$ cat config.mk
export PLATFORM = sky130hd
export DESIGN_NAME = jk_bank_sequencer
export DESIGN_NICKNAME = d
export VERILOG_FILES = /design/src/rtl/jk_bank_sequencer.sv
export SDC_FILE = /design/constraint.sdc
export NUM_CORES = 1
export LEC_CHECK = 0
export CORE_AREA = 3 3 70 72
export CTS_CLUSTER_SIZE = 16
export DETAILED_ROUTE_END_ITERATION = 16
export DIE_AREA = 0 0 73 75
export DONT_BUFFER_PORTS = 1
export GPL_ROUTABILITY_DRIVEN = 0
export PLACE_DENSITY_LB_ADDON = 0.15
export SETUP_SLACK_MARGIN = 0.05
export SLEW_MARGIN = 20
export SYNTH_ARGS = -nofsm -noshare
export SYNTH_HDL_FRONTEND = slang
export SYNTH_SLANG_ARGS = --single-unit
$ cat constraint.sdc
create_clock -name clk -period 3.65 [get_ports clk]
set_input_delay 1.095 -clock clk [delete_from_list [all_inputs] [get_ports clk]]
set_output_delay 1.095 -clock clk [all_outputs]
set_load 0.01 [all_outputs]
$ cat src/rtl/jk_bank_sequencer.sv
// -----------------------------------------------------------------------------
// jk_bank_sequencer
//
// Purpose:
//   Command-driven controller for a bank of N JK flip-flops. Commands
//   (hold / reset / set / toggle, single bit or broadcast) are buffered in a
//   small FIFO and issued one at a time. Each issue drives J/K for exactly
//   one cycle, waits SETTLE_CYC cycles, and then pulses done. The
//   architectural Q state of the bank is kept here and exported on q_out.
//
// Handshake:
//   A command is accepted on a rising edge where cmd_valid && cmd_ready.
//   cmd_ready is simply !fifo_full. It does not look ahead at a pop in the
//   same cycle, so a full FIFO refuses the push even while it is being
//   drained. The producer holds cmd_* stable while cmd_valid is high and
//   cmd_ready is low.
//
// Parameters:
//   N           number of flip-flops (2..32)
//   AW          bit-address width (default $clog2(N), min 1). It may be
//               widened so that out-of-range addresses can be presented.
//   FIFO_DEPTH  command FIFO entries, power of two, 2..16
//   SETTLE_CYC  idle cycles after each issue before done, 0..15
//
// Ports:
//   clk          rising-edge clock
//   r            asynchronous active-low reset
//   cmd_valid    command present
//   cmd_ready    FIFO can accept (== !fifo_full)
//   cmd_op       00 hold, 01 reset (K), 10 set (J), 11 toggle (J&K)
//   cmd_addr     target bit index
//   cmd_bcast    apply op to all N bits; cmd_addr ignored
//   j_out/k_out  J/K drive to the bank; nonzero only in the ISSUE cycle
//   q_out        current bank state
//   busy         FSM not in IDLE
//   done         one-cycle pulse per completed command
//   err          one-cycle pulse (in ISSUE) for an out-of-range address
//   fifo_empty   FIFO empty
//   fifo_full    FIFO full
//   toggle_cnt   (only with JKBANK_TOGGLE_COUNT_EN) saturating count of
//                valid toggle issues
//   o_dbg_state  current FSM state, for observation
//
// Optional feature macro: JKBANK_TOGGLE_COUNT_EN
// -----------------------------------------------------------------------------
module jk_bank_sequencer #(
    parameter int N          = 8,
    parameter int AW         = (N < 2) ? 1 : $clog2(N),
    parameter int FIFO_DEPTH = 4,
    parameter int SETTLE_CYC = 2
) (
    input  logic          clk,
    input  logic          r,
    input  logic          cmd_valid,
    output logic          cmd_ready,
    input  logic [1:0]    cmd_op,
    input  logic [AW-1:0] cmd_addr,
    input  logic          cmd_bcast,
    output logic [N-1:0]  j_out,
    output logic [N-1:0]  k_out,
    output logic [N-1:0]  q_out,
    output logic          busy,
    output logic          done,
    output logic          err,
    output logic          fifo_empty,
    output logic          fifo_full,
`ifdef JKBANK_TOGGLE_COUNT_EN
    output logic [15:0]   toggle_cnt,
`endif
    output logic [1:0]    o_dbg_state
);

    localparam int PW = (FIFO_DEPTH < 2) ? 1 : $clog2(FIFO_DEPTH);
    localparam int CW = PW + 1;
    localparam int EW = AW + 3;
    localparam logic [CW-1:0] DEPTH_C   = CW'(FIFO_DEPTH);
    localparam logic [3:0]    SETTLE_LD = 4'(SETTLE_CYC);

    typedef enum logic [1:0] {
        ST_IDLE   = 2'd0,
        ST_ISSUE  = 2'd1,
        ST_SETTLE = 2'd2,
        ST_DONE   = 2'd3
    } state_t;

    // FIFO storage: entry = {op[1:0], addr[AW-1:0], bcast}
    logic [EW-1:0] r_mem [FIFO_DEPTH];
    logic [PW-1:0] r_wr_ptr;
    logic [PW-1:0] r_rd_ptr;
    logic [CW-1:0] r_count;

    state_t        r_state;
    state_t        w_next_state;

    // Command currently being executed, latched at the pop edge
    logic [1:0]    r_op;
    logic [AW-1:0] r_addr;
    logic          r_bcast;

    logic [3:0]    r_settle;
    logic [N-1:0]  r_q;

    logic          w_push;
    logic          w_pop;
    logic          w_addr_ok;
    logic [N-1:0]  w_mask;
    logic [N-1:0]  w_j;
    logic [N-1:0]  w_k;
    logic          w_err;
    logic [EW-1:0] w_head;

    // ---------------------------------------------------------------- FIFO
    assign fifo_empty = (r_count == '0);
    assign fifo_full  = (r_count == DEPTH_C);
    assign cmd_ready  = !fifo_full;
    assign w_push     = cmd_valid && !fifo_full;
    assign w_head     = r_mem[r_rd_ptr];

    // Storage needs no reset: r_count guards every read.
    always_ff @(posedge clk) begin
        if (w_push) begin
            r_mem[r_wr_ptr] <= {cmd_op, cmd_addr, cmd_bcast};
        end
    end

    // Pointers wrap naturally because FIFO_DEPTH is a power of two;
    // r_count tells full from empty.
    always_ff @(posedge clk or negedge r) begin
        if (!r) begin
            r_wr_ptr <= '0;
            r_rd_ptr <= '0;
            r_count  <= '0;
        end else begin
            if (w_push) r_wr_ptr <= r_wr_ptr + 1'b1;
            if (w_pop)  r_rd_ptr <= r_rd_ptr + 1'b1;
            case ({w_push, w_pop})
                2'b10:   r_count <= r_count + 1'b1;
                2'b01:   r_count <= r_count - 1'b1;
                default: r_count <= r_count;
            endcase
        end
    end

    // ---------------------------------------------------------------- FSM
    always_ff @(posedge clk or negedge r) begin
        if (!r) begin
            r_state <= ST_IDLE;
        end else begin
            r_state <= w_next_state;
        end
    end

    always_comb begin
        w_next_state = r_state;
        w_pop        = 1'b0;
        case (r_state)
            ST_IDLE: begin
                if (!fifo_empty) begin
                    w_pop        = 1'b1;
                    w_next_state = ST_ISSUE;
                end
            end
            ST_ISSUE: begin
                w_next_state = (SETTLE_CYC > 0) ? ST_SETTLE : ST_DONE;
            end
            ST_SETTLE: begin
                // Counter was loaded with SETTLE_CYC on entry, so SETTLE
                // lasts exactly SETTLE_CYC cycles.
                if (r_settle <= 4'd1) w_next_state = ST_DONE;
            end
            ST_DONE: begin
                w_next_state = ST_IDLE;
            end
            default: begin
                w_next_state = ST_IDLE;
            end
        endcase
    end

    // Latch the popped command for the duration of its execution
    always_ff @(posedge clk or negedge r) begin
        if (!r) begin
            r_op    <= 2'b00;
            r_addr  <= '0;
            r_bcast <= 1'b0;
        end else if (w_pop) begin
            r_op    <= w_head[EW-1:EW-2];
            r_addr  <= w_head[AW:1];
            r_bcast <= w_head[0];
        end
    end

    always_ff @(posedge clk or negedge r) begin
        if (!r) begin
            r_settle <= 4'd0;
        end else if (r_state == ST_ISSUE) begin
            r_settle <= SETTLE_LD;
        end else if (r_state == ST_SETTLE && r_settle != 4'd0) begin
            r_settle <= r_settle - 4'd1;
        end
    end

    // ---------------------------------------------------------------- J/K
    always_comb begin
        w_addr_ok = r_bcast || (32'(r_addr) < 32'(N));
        w_mask    = '0;
        for (int i = 0; i < N; i++) begin
            w_mask[i] = r_bcast || (r_addr == AW'(i));
        end
        w_j   = '0;
        w_k   = '0;
        w_err = 1'b0;
        if (r_state == ST_ISSUE) begin
            if (w_addr_ok) begin
                w_j = r_op[1] ? w_mask : '0;
                w_k = r_op[0] ? w_mask : '0;
            end else begin
                w_err = 1'b1;
            end
        end
    end

    // JK characteristic equation; untargeted bits see J=K=0 and hold.
    always_ff @(posedge clk or negedge r) begin
        if (!r) begin
            r_q <= '0;
        end else if (r_state == ST_ISSUE) begin
            r_q <= (w_j & ~r_q) | (~w_k & r_q);
        end
    end

`ifdef JKBANK_TOGGLE_COUNT_EN
    logic [15:0] r_toggle_cnt;

    always_ff @(posedge clk or negedge r) begin
        if (!r) begin
            r_toggle_cnt <= 16'd0;
        end else if (r_state == ST_ISSUE && w_addr_ok && r_op == 2'b11
                     && r_toggle_cnt != 16'hFFFF) begin
            r_toggle_cnt <= r_toggle_cnt + 16'd1;
        end
    end

    assign toggle_cnt = r_toggle_cnt;
`endif

    // ---------------------------------------------------------------- outputs
    assign j_out       = w_j;
    assign k_out       = w_k;
    assign err         = w_err;
    assign q_out       = r_q;
    assign busy        = (r_state != ST_IDLE);
    assign done        = (r_state == ST_DONE);
    assign o_dbg_state = r_state;

endmodule
==> impl_metrics.csv <==
group,metric,value,unit
status,status,"complete, no violations",
logic_synthesis,syn_nets,201,
global_route,grt_util_met3,5.34,%
route,drc,0,
placed_design,place_hpwl,2830,um
cells_and_area,fillCellCount,339,
clock_tree,root_buffer,"clkbuf_8",
cells_and_area,areaGrowthSynthToFinish,6.17,%
setup_path,critical-path-top-delay-family,"simple AND/OR/NAND/NOR gates",
logic_synthesis,synth_cell_types,36,
timing,worst_slack,0.737,ns
power,ir_drop,400,uV
timing,max_freq,343,MHz
placed_design,port_buffers,0,
setup_path,cp-end-kind,"output port",
global_route,grt_antenna_before_repair,0,
floorplan,pin_count,41,
route,wire_per_inst,16.5,um
floorplan,initial_core_util,54.5,%
clock_tree,cts_hold_buf,0,
logic_synthesis,yosysWarnings,0,
setup_path,reg2reg_depth,10,
power,p_leak,1.04,nW
global_route,grt_use_total,15.4,%
setup_path,startpoint_type,"flip-flop",
cells_and_area,fin_nets,202,
clock_tree,cts_max_path_buffers,2,
placed_design,dp_slack,1.06,ns
setup_path,crit_type,"reg2out",
global_route,busiest_layer,"met2",
cells_and_area,final_cell_mix,"dfrtp_1, nor2_1, edfxtp_1",
setup_path,crit_required,2.55,ns
timing,rsz0062_at_grt,"no",
setup_path,worstPathArrival,1.82,ns
setup_path,slowest_delay,0.47,ns
timing,post-route-min-period,2.91,ns
cells_and_area,multiInputGateArea,882,um2
logic_synthesis,ys.flop_type,"dfrtp_1",
route,drt_iter0_drc,65,
clock_tree,cts_buffers,5,
clock_tree,cts_tree,"built",
floorplan,die_area,5480,um2
setup_path,reg2reg_to,"r_count[2]$_DFFE_PN0P_",
clock_tree,cts_sinks,51,
logic_synthesis,synthArstFlopShare,52.9,%
timing,finalSetupViolations,0,
floorplan,die_h,75,um
power,cellPowerDensity,930,nW/um2
setup_path,crit_end,"j_out[7]",
setup_path,path_cells,"inv_1 > ha_1 > nand2_1 > nor2_1",
setup_path,r2r_start,"o_dbg_state[0]$_DFFE_PN0P_",
logic_synthesis,yosysSeqAreaShare,58.9,%
setup_path,startpoint,"o_dbg_state[1]$_DFFE_PN0P_",
route,wirelength,3850,um
route,ant_nets,0,
clock_tree,clk_latency,0.30,ns
cells_and_area,drive_above_1_share,14.9,%
timing,period_share,79.8,%
global_route,grtUsageMet1,18.8,%
global_route,grt_pass1_vias,1334,
cells_and_area,seqCellArea,1400,um2
global_route,met2_usage,25.2,%
timing,tns,0,ns
route,vias_per_cell,5.68,
timing,slew_viol_final,0,
logic_synthesis,ys_ff_latch,51,
floorplan,die_w,73,um
route,drtPass1Iterations,4,
clock_tree,cts-resized-gates,0,
cells_and_area,diodes,0,
setup_path,cp_num_buf_inv,1,
setup_path,critical_path_depth,4,
logic_synthesis,synth_area,2370,um2
timing,hold_violations,0,
global_route,grt-ovfl-total,0,
run,drv_cap,0,
logic_synthesis,synthCells,179,
cells_and_area,final_common_cell,"dfrtp_1",
route,via_count,1324,
floorplan,rows,24,
clock_tree,path_clk_slew,0.09,ns
worst_hold_path,holdCritPathClass,"in2async",
logic_synthesis,avgSynthCellArea,13.3,um2
setup_path,worstPathMaxFanout,15,
logic_synthesis,synth_edf_count,24,
setup_path,r2r_slack,1.35,ns
timing,finClkSkew,0.00948,ns
cells_and_area,fin_util,57.8,%
setup_path,cpMaxStageDelayCell,"dfrtp_1",
global_route,grt_max_degree,28,
clock_tree,htreeDepth,2,
floorplan,core,4350,um2
global_route,grt_pass1_wl,6270,um
clock_tree,cts_setup_buffers,0,
## final cells by class
| type | instances | area share [%] |
|---|---|---|
| Tap cell | 52 | 2.58 |
| Clock inverter | 3 | 1.84 |
| Sequential cell | 51 | 55.4 |
| Inverter | 16 | 2.38 |
| Clock buffer | 5 | 2.73 |
| Multi-Input combinational cell | 106 | 35.0 |
## Yosys cell counts, drive strengths merged (3+ instances only)
cell type | number | area, um2
mux4 | 6 | 135
nand2 | 5 | 21.3
nor2 | 24 | 90.1
xnor2 | 5 | 43.8
and3 | 4 | 25.0
buf | 3 | 22.5
nor3 | 3 | 20.0
clkbuf | 3 | 11.3
inv | 16 | 60.1
a31oi | 4 | 25.0
edfxtp | 24 | 721
o31a | 3 | 26.3
nand3 | 3 | 20.0
ha | 12 | 150
mux2 | 8 | 113
o31ai | 7 | 52.6
dfrtp | 27 | 676
o21ai | 9 | 45.0
xor2 | 4 | 35.0
## logic make-up after synthesis
kind of cell / count (synthesis) / synth area share, %
DFF: 51 / 58.9
buffers and inverters: 22 / 3.96
muxes: 14 / 10.4
and+or+nand+nor: 42 / 8.54
adders and majority gates: 13 / 7.17
AOI/OAI and AO/OA: 27 / 7.54
xor gates and xnor gates: 9 / 3.32
other: 1 / 0.158
## worst min-delay path by stage
stage                            from                    endpoint  slack (ns)  depth (start not counted)
2_1_floorplan     r_op[1]$_DFFE_PN0P_         r_op[1]$_DFFE_PN0P_        0.48                          1
3_3_place_gp   r_count[0]$_DFFE_PN0P_      r_count[0]$_DFFE_PN0P_        0.50                          1
3_5_place_dp      r_op[1]$_DFFE_PN0P_         r_op[1]$_DFFE_PN0P_        0.50                          1
4_1_cts                             r  o_dbg_state[0]$_DFFE_PN0P_        0.46                          0
5_1_grt                             r     r_settle[3]$_DFFE_PN0P_        0.44                          0
6_report                            r     r_settle[3]$_DFFE_PN0P_        0.47                          0
## flip-flops by register name, indices dropped and copies added, names as in the netlist
signal	flops
r_wr_ptr	2
r_bcast	1
r_count	3
r_op	2
r_addr	3
r_settle	4
q_out	8
r_rd_ptr	2
o_dbg_state	2
r_mem	24
## power by group
part | switching, mW | internal (mW)
Sequential | 0.227 | 0.820
Combinational | 0.482 | 0.421
Clock | 0.185 | 0.206
## routing by layer
layer	up-vias	routed length [um]	part of all wire (%)
met5	-	0	0
met4	0	47	1.2
met1	642	1660	43
met2	47	1890	49
li1	628	-	-
met3	7	259	6.7
## stage by stage
step | cell area (um2) | hold WS [ns] | std cells | power [mW]
3_3_place_gp | 2400 | 0.501 | 225 | 1.91
4_1_cts | 2520 | 0.462 | 233 | 2.37
3_5_place_dp | 2400 | 0.503 | 225 | 1.97
5_1_grt | 2520 | 0.442 | 233 | 2.53
2_1_floorplan | 2370 | 0.482 | 179 | 1.79
6_report | 2520 | 0.472 | 233 | 2.34
Power figures use the tool's default switching activity.
